===== src/rtl/mips_multicycle_control.sv =====
// rtl/mips_multicycle_control.sv - multicycle MIPS main control FSM
// Sequences fetch/decode/execute/memory/writeback; strobes decode from state.
module mips_multicycle_control #(
  parameter int ALUOP_W = 2,
  parameter int CNT_W   = 32,
  parameter bit EN_ADDI = 1'b1,
  parameter bit EN_JUMP = 1'b1
) (
  input  logic               clk,
  input  logic               rst,
  input  logic [5:0]         opcode,
  input  logic               mem_ready,
  output logic               PCWrite,
  output logic               PCWriteCond,
  output logic               IorD,
  output logic               MemR,
  output logic               MemW,
  output logic               IRWrite,
  output logic               MemToReg,
  output logic               regDest,
  output logic               RegW,
  output logic               aluSrcA,
  output logic [1:0]         aluSrcB,
  output logic [ALUOP_W-1:0] ALUout,
  output logic [1:0]         PCSource,
  output logic               illegal,
  output logic [3:0]         state_o,
  output logic [CNT_W-1:0]   retired
);

  typedef enum logic [3:0] {
    S_FETCH   = 4'd0,  S_DECODE = 4'd1,  S_MEMADR = 4'd2,  S_MEMRD  = 4'd3,
    S_MEMWB   = 4'd4,  S_MEMWR  = 4'd5,  S_EXEC   = 4'd6,  S_RWB    = 4'd7,
    S_BRANCH  = 4'd8,  S_JUMP   = 4'd9,  S_ADDIEX = 4'd10, S_ADDIWB = 4'd11,
    S_ILLEGAL = 4'd12
  } state_t;

  localparam logic [5:0] OP_RTYPE = 6'b000000;
  localparam logic [5:0] OP_LW    = 6'b100011;
  localparam logic [5:0] OP_SW    = 6'b101011;
  localparam logic [5:0] OP_BEQ   = 6'b000100;
  localparam logic [5:0] OP_J     = 6'b000010;
  localparam logic [5:0] OP_ADDI  = 6'b001000;

  localparam logic [ALUOP_W-1:0] ALU_ADD   = '0;
  localparam logic [ALUOP_W-1:0] ALU_SUB   = ALUOP_W'(1);
  localparam logic [ALUOP_W-1:0] ALU_FUNCT = ALUOP_W'(2);

  state_t             r_state;
  logic [5:0]         r_op;
  logic [CNT_W-1:0]   r_retired;
  state_t             w_dec_state;

  always_comb begin
    w_dec_state = S_ILLEGAL;
    case (opcode)
      OP_RTYPE:     w_dec_state = S_EXEC;
      OP_LW, OP_SW: w_dec_state = S_MEMADR;
      OP_BEQ:       w_dec_state = S_BRANCH;
      OP_J:         if (EN_JUMP) w_dec_state = S_JUMP;
      OP_ADDI:      if (EN_ADDI) w_dec_state = S_ADDIEX;
      default:      w_dec_state = S_ILLEGAL;
    endcase
  end

  always_ff @(posedge clk) begin
    if (rst) begin
      r_state   <= S_FETCH;
      r_op      <= '0;
      r_retired <= '0;
    end else begin
      case (r_state)
        S_FETCH:  if (mem_ready) r_state <= S_DECODE;
        S_DECODE: begin
          r_op    <= opcode;
          r_state <= w_dec_state;
        end
        S_MEMADR: r_state <= (r_op == OP_SW) ? S_MEMWR : S_MEMRD;
        S_MEMRD:  if (mem_ready) r_state <= S_MEMWB;
        S_MEMWR: if (mem_ready) begin
          r_state   <= S_FETCH;
          r_retired <= r_retired + CNT_W'(1);
        end
        S_EXEC:   r_state <= S_RWB;
        S_ADDIEX: r_state <= S_ADDIWB;
        S_MEMWB, S_RWB, S_BRANCH, S_JUMP, S_ADDIWB: begin
          r_state   <= S_FETCH;
          r_retired <= r_retired + CNT_W'(1);
        end
        default:  r_state <= S_FETCH;
      endcase
    end
  end

  // Reset masks every output so a pending memory write drops in the reset cycle.
  always_comb begin
    PCWrite = 1'b0; PCWriteCond = 1'b0; IorD = 1'b0; MemR = 1'b0; MemW = 1'b0;
    IRWrite = 1'b0; MemToReg = 1'b0; regDest = 1'b0; RegW = 1'b0; aluSrcA = 1'b0;
    aluSrcB = 2'b00; ALUout = ALU_ADD; PCSource = 2'b00; illegal = 1'b0;
    if (!rst) begin
      case (r_state)
        S_FETCH: begin
          MemR = 1'b1; aluSrcB = 2'b01;
          IRWrite = mem_ready; PCWrite = mem_ready;
        end
        S_DECODE: aluSrcB = 2'b11;
        S_MEMADR, S_ADDIEX: begin aluSrcA = 1'b1; aluSrcB = 2'b10; end
        S_MEMRD:  begin MemR = 1'b1; IorD = 1'b1; end
        S_MEMWB:  begin RegW = 1'b1; MemToReg = 1'b1; regDest = 1'b1; end
        S_MEMWR:  begin MemW = 1'b1; IorD = 1'b1; end
        S_EXEC:   begin aluSrcA = 1'b1; ALUout = ALU_FUNCT; end
        S_RWB:    RegW = 1'b1;
        S_BRANCH: begin
          aluSrcA = 1'b1; ALUout = ALU_SUB; PCWriteCond = 1'b1; PCSource = 2'b01;
        end
        S_JUMP:   begin PCWrite = 1'b1; PCSource = 2'b10; end
        S_ADDIWB: begin RegW = 1'b1; regDest = 1'b1; end
        S_ILLEGAL: illegal = 1'b1;
        default: ;
      endcase
    end
  end

  assign state_o = rst ? 4'd0 : r_state;
  assign retired = rst ? '0 : r_retired;

endmodule


===== config.mk =====
export PLATFORM = sky130hd
export DESIGN_NAME = mips_multicycle_control
export DESIGN_NICKNAME = d
export VERILOG_FILES = /design/src/rtl/mips_multicycle_control.sv
export SDC_FILE = /design/constraint.sdc
export NUM_CORES = 1
export LEC_CHECK = 0
export ABC_AREA = 1
export CAP_MARGIN = 20
export CORE_ASPECT_RATIO = 0.6
export CORE_MARGIN = 2
export CORE_UTILIZATION = 41
export CTS_BUF_LIST = sky130_fd_sc_hd__clkbuf_16
export CTS_CLUSTER_DIAMETER = 40
export DETAILED_ROUTE_END_ITERATION = 8
export PLACE_DENSITY = 0.63
export SLEW_MARGIN = 0
export SYNTH_ARGS = -nofsm -noshare
export SYNTH_HDL_FRONTEND = slang
export SYNTH_SLANG_ARGS = --single-unit

===== constraint.sdc =====
create_clock -name clk -period 1.8 [get_ports clk]
set_input_delay 0.36 -clock clk [delete_from_list [all_inputs] [get_ports clk]]
set_output_delay 0.36 -clock clk [all_outputs]
set_load 0.1 [all_outputs]

# Yosys cells after proc, flatten, opt, wreduce, memory -nomap -nowiden
# Index checks and enable logic that the tools add are counted.
# Widths: inputs -> output; s select.
classes:
  eq_ne: 21
  addsub: 1
  n_mux: 38
  reduce_logical: 13
op_table:
  columns: ["operator", "n"]
  rows:
  - ["$mux 32", 2]
  - ["$pmux 32 s2", 1]
  - ["$add 32x1->32 const B", 1]
  - ["$pmux 4 s7", 1]
  - ["$mux 1", 21]
  - ["$eq 4x4->1 const B", 5]
  - ["$pmux 4 s5", 1]
  - ["$eq 6x6->1 const B", 3]
  - ["$eq 4x3->1 const B", 4]
  - ["$mux 4", 4]
  - ["$reduce_or 2->1", 5]
  - ["$eq 4x2->1 const B", 2]
  - ["$pmux 2 s2", 2]
  - ["$eq 6x2->1 const B", 1]
  - ["$eq 6x3->1 const B", 1]
  - ["$eq 6x4->1 const B", 1]
  - ["$logic_not 6->1", 1]
  - ["$mux 2", 3]
  - ["$ne 2x2->1 const B", 3]
  - ["$pmux 2 s3", 1]
  - ["$reduce_or 5->1", 1]
  - ["$eq 4x1->1 const B", 1]
  - ["$logic_not 4->1", 1]
  - ["$reduce_or 4->1", 1]
  - ["other kinds (6)", 6]
word_totals:
  out_inout_bits: 53
  elab_cells: 76
  input_bits: 9
  ff_bits: 42

# Longest topological paths before layout
logic_depth:
  ltp_word: 4
  mapped_depth: 11
  depth_no_buf: 11

# Worst setup path before layout
# No wires, ideal clock.
synth_path:
  path_type: "input-to-output"
  from: "in rst"
  to: "out illegal"
  arrival_ns: 3.465
  stages: 2
  n_path_buf: 1
  required_ns: 1.440
  setup_slack_ns: -2.025
  cell_sequence: "clkbuf_1 > nor4_1"
synth_between:
  elab_chain_cells: 1
synth_rtl:
  columns: ["item", "line", "rtl"]
  rows:
  - ["from (decl)", "10", "input logic rst,"]
  - ["$mux 1", "100", "if (!rst) begin"]
  - ["to (decl)", "26", "output logic illegal,"]
# Every way passes these cells.

# Worst setup path in the final report
layout_path:
  from: "reg r_state[2]"
  to: "out aluSrcB[1]"
layout_between:
  elab_chain_cells: 4
  elab_cells_between_ends: 7
  classes_between: "eq/ne: 3; mux: 2; reduce/logical: 2"
layout_rtl:
  columns: ["item", "line", "rtl"]
  rows:
  - ["from (decl)", "49", "state_t r_state;"]
  - ["from (signal assigned)", "76", "r_state <= w_dec_state;"]
  - ["from (signal assigned)", "78", "S_MEMADR: r_state <= (r_op == OP_SW) ? S_MEMWR : S_MEMRD;"]
  - ["$eq 4x2->1 / $eq 4x4->1 (equally long branches)", "101", "case (r_state)"]
  - ["$reduce_or 2->1", null, null]
  - ["$pmux 2 s3 *", "101", null]
  - ["$mux 2 *", "100", null]
  - ["to (decl)", "23", "output logic [1:0] aluSrcB,"]
# Mark *: on every way between the ends. The rest lies on a longest branch, timed or not.

==> key figures <==
Status
  • Status: finished with violations
  • Failing checks: setup timing

Yosys
  • Post-synth top area cell: dfxtp_1
  • Post-Syn Area per Cell: 5.81 um^2
  • Syn Nets: 519
  • Synth area leaders: dfxtp_1 (28%), nand2_1 (18%), nor2_1 (15%), inv_1 (7.6%), a21oi_1 (4.9%)
  • Most numerous cell in the Yosys netlist: nand2_1
  • Instance count of the mapped netlist: around 510
  • Syn Std Cell Area: 2960 um^2
  • Post-synthesis compound-gate area fraction: 0.0930
  • Area share of and/or/nand/nor cells after synthesis: 0.497
  • Register bit count reported by yosys: 42
  • Synth Area in XOR/XNOR: 0.00888
  • Ys async rst share: 0
  • Multiplexer share of the synthesized area: 0
  • Most frequent cells after synthesis: nand2_1 (138), nor2_1 (120), inv_1 (60)
  • Synth top area share: 0.284
  • Sequential element share of the synthesized area: 0.284
  • Distinct cells, synth: 31
  • Post-synthesis adder-cell area fraction: 0.00423
  • Number of synthesized flops with an enable pin: 0
  • Yosys Warn Count: 0
  • Combinational family with the most area after synthesis: simple AND/OR/NAND/NOR gates
  • Main synth FF type: dfxtp_1

Power
  • Leakage: 1.83 nW
  • Max VDD drop: 0.572 mV
  • Pwr dens: 828 nW/um^2
  • Design Power: roughly 4.1 mW

Clock network
  • H-tree depth: 2
  • Worst skew pair latency: between 200 and 300 ps
  • Clock Sinks: between 40 and 50
  • Clock Path Buffers: 2
  • Hold_buf cts: 0
  • Clock-pin slew on the worst setup and hold paths: 60 ps
  • CTS tree: built
  • Clock Root Buffer: clkbuf_16
  • CTS Buf Count: 5

Floorplan
  • Top-level port count: 62
  • Initial Utilization: 0.434
  • Chip width: around 110 um
  • Core area: 6820 um^2
  • Die height: 69.8 um
  • Die ar.: 7940 um^2
  • Site row count: 23

Setup path
  • Worst setup path category: register to output pin
  • Type of element capturing the critical path: output pin
  • Reg2Reg Setup Slack: 150 ps
  • Crit path largest cell delay: 360 ps
  • Worst Path Buf+Inv: 3
  • Worst setup SP type: register
  • Delay-heaviest family, CP: flip-flops
  • Worst-path fanout max: 5
  • Critical-path cell list: nor2_4 > inv_2 > nor2_4 > inv_2 > a31oi_4 > buf_12
  • Critical Path AT: 1490 ps
  • Critical-path top delay cell: dfxtp_4
  • Req. time, crit path: between 1000 and 1500 ps

Timing
  • Final Hold Vio Count: 0
  • Fin. max-slew vios: 0
  • Final Critical Period: 1850 ps
  • Rel. slew slack: 0.753
  • Worst Tran Pin Value: 369 ps
  • RSZ-0062 raised after global routing: true
  • Setup WS post-layout: -52.7 ps
  • Setup Viol. Count Final: 5
  • Post-route clock period utilization: 1.03
  • Fmax: 540 MHz
  • Clk_skew: 9.85 ps

Finish
  • Ant. Diodes: 0
  • Fin nets: 605
  • Area growth syn-to-layout: 69.3%
  • Share of layout cells above drive strength 1: 0.332

Detailed routing
  • Drt pass-1 iters: 5
  • Vias per cell: 5.17
  • DR WL/cell: 14.8 um
  • DRT antenna net count: 0
  • Detailed Route WL: 10100 um
  • DR iter-0 viols: 280
  • Vias: 3530
  • Drt drc: 0

Placement
  • Port bufs: 61
  • Setup WS pre-CTS: -24.3 ps
  • DP HPWL: 7880 um
  • Placer congestion estimate: around 1.1

Job
  • Max Cap Viol: 0

Worst hold path
  • Hold/Removal Path Class: primary input to register

Global route
  • Total gr overflow: 0
  • Gr usage total: 0.264
  • First-pass GRT wire length: 16500 um
  • Vias in the first global route: 3286
  • Largest net degree at the start of global routing: 29
  • Initial antenna violation count: 0
## per-stage QoR
| stage | setup TNS (ps) | hold WS [ps] | util | cells | area, um^2 |
|---|---|---|---|---|---|
| 3_3_place_gp | -20.7 | 487 | 0.695 | 663 | 4740 |
| 2_1_floorplan | -3780 | 470 | - | 509 | 3420 |
| 5_1_grt | -508 | 458 | 0.735 | 683 | 5010 |
| 6_report | -153 | 459 | 0.735 | 683 | 5010 |
| 4_1_cts | -177 | 445 | 0.731 | 682 | 4990 |
| 3_5_place_dp | -54.8 | 500 | 0.695 | 663 | 4740 |
## final timing paths
check	start	to	cells past startpoint
min	rst	r_state[3]	2
max	r_state[2]	aluSrcB[1]	6
min reg2reg	r_op[1]	r_op[1]	2
max reg2reg	r_retired[0]	r_retired[28]	10
## power by group
| group | switching [mW] | internal, mW |
|---|---|---|
| logic | 1.37 | 0.766 |
| clock network | 0.377 | 0.502 |
| registers | 0.0974 | 1.04 |
| total | 1.84 | 2.30 |
## cell families (layout without fill, tap and decap cells)
| logic type | Yosys count | after routing |
|---|---|---|
| compound gates | 53 | 53 |
| xor+xnor | 3 | 3 |
| fa+ha+maj | 1 | 1 |
| buf+inv | 82 | 169 |
| flops | 42 | 42 |
| simple gates | 328 | 328 |
## final cells by class
cell class	instances	area (um^2)
well taps	87	109
flip-flops and latches	42	856
repair buffers	93	1420
multi-input cells	385	2220
inverters	68	270
fillers	537	1810
clock buffers	5	125
clock inverters	3	12.5
## worst reg2reg max path: stages, from the launching register on
cell	delay, ps
dfxtp_1	420
ha_1	210
inv_1	70
nor2_4	150
inv_1	60
nor2_1	310
nand2_1	90
nand2_1	70
nand2_1	50
nand2_1	60
a21oi_1	60
## what timing repair did
| action | in CTS | in global routing |
|---|---|---|
| pin swaps | 7 | 5 |
| hold endpoints to repair | 0 | 0 |
| setup buffers | 11 | 2 |
| setup endpoints to repair | 14 | 15 |
| gates resized for setup | 13 | 5 |
## routing by layer
layer  up-vias  track usage  share of wire  wire (um)
met1      1620        0.402           0.49       4930
li1       1746            -              -          -
met2       156        0.365           0.40       4040
met4         0       0.0542         0.0066         67
met3         8       0.0726           0.10       1050
met5         -            0              0          0
## placed cells by master, fill, tap and decap left out, types with 2 or more instances in the layout
cell / netlist / final
clkdlybuf4s50_1: 0 / 7
nand2_1: 138 / 133
nor2_2: 8 / 11
nand2_4: 2 / 4
buf_12: 0 / 56
nand3_1: 27 / 27
nor2_4: 10 / 49
a21oi_4: 0 / 6
clkbuf_16: 0 / 5
nor3_4: 1 / 2
nor3_1: 8 / 7
nor2_1: 120 / 78
o21ai_0: 20 / 19
nand2_2: 5 / 8
clkinv_1: 1 / 2
inv_1: 60 / 55
dfxtp_4: 0 / 4
inv_4: 1 / 6
nand3_2: 2 / 2
dfxtp_1: 42 / 38
buf_4: 2 / 30
a21oi_1: 29 / 23
nand4_1: 3 / 3
inv_2: 6 / 7
xor2_1: 3 / 3
## state kept, by name (all words and copies together) (netlist names)
signal / cells
r_op: 6
r_retired: 32
r_state: 4
(Power assumes the default switching activity.)
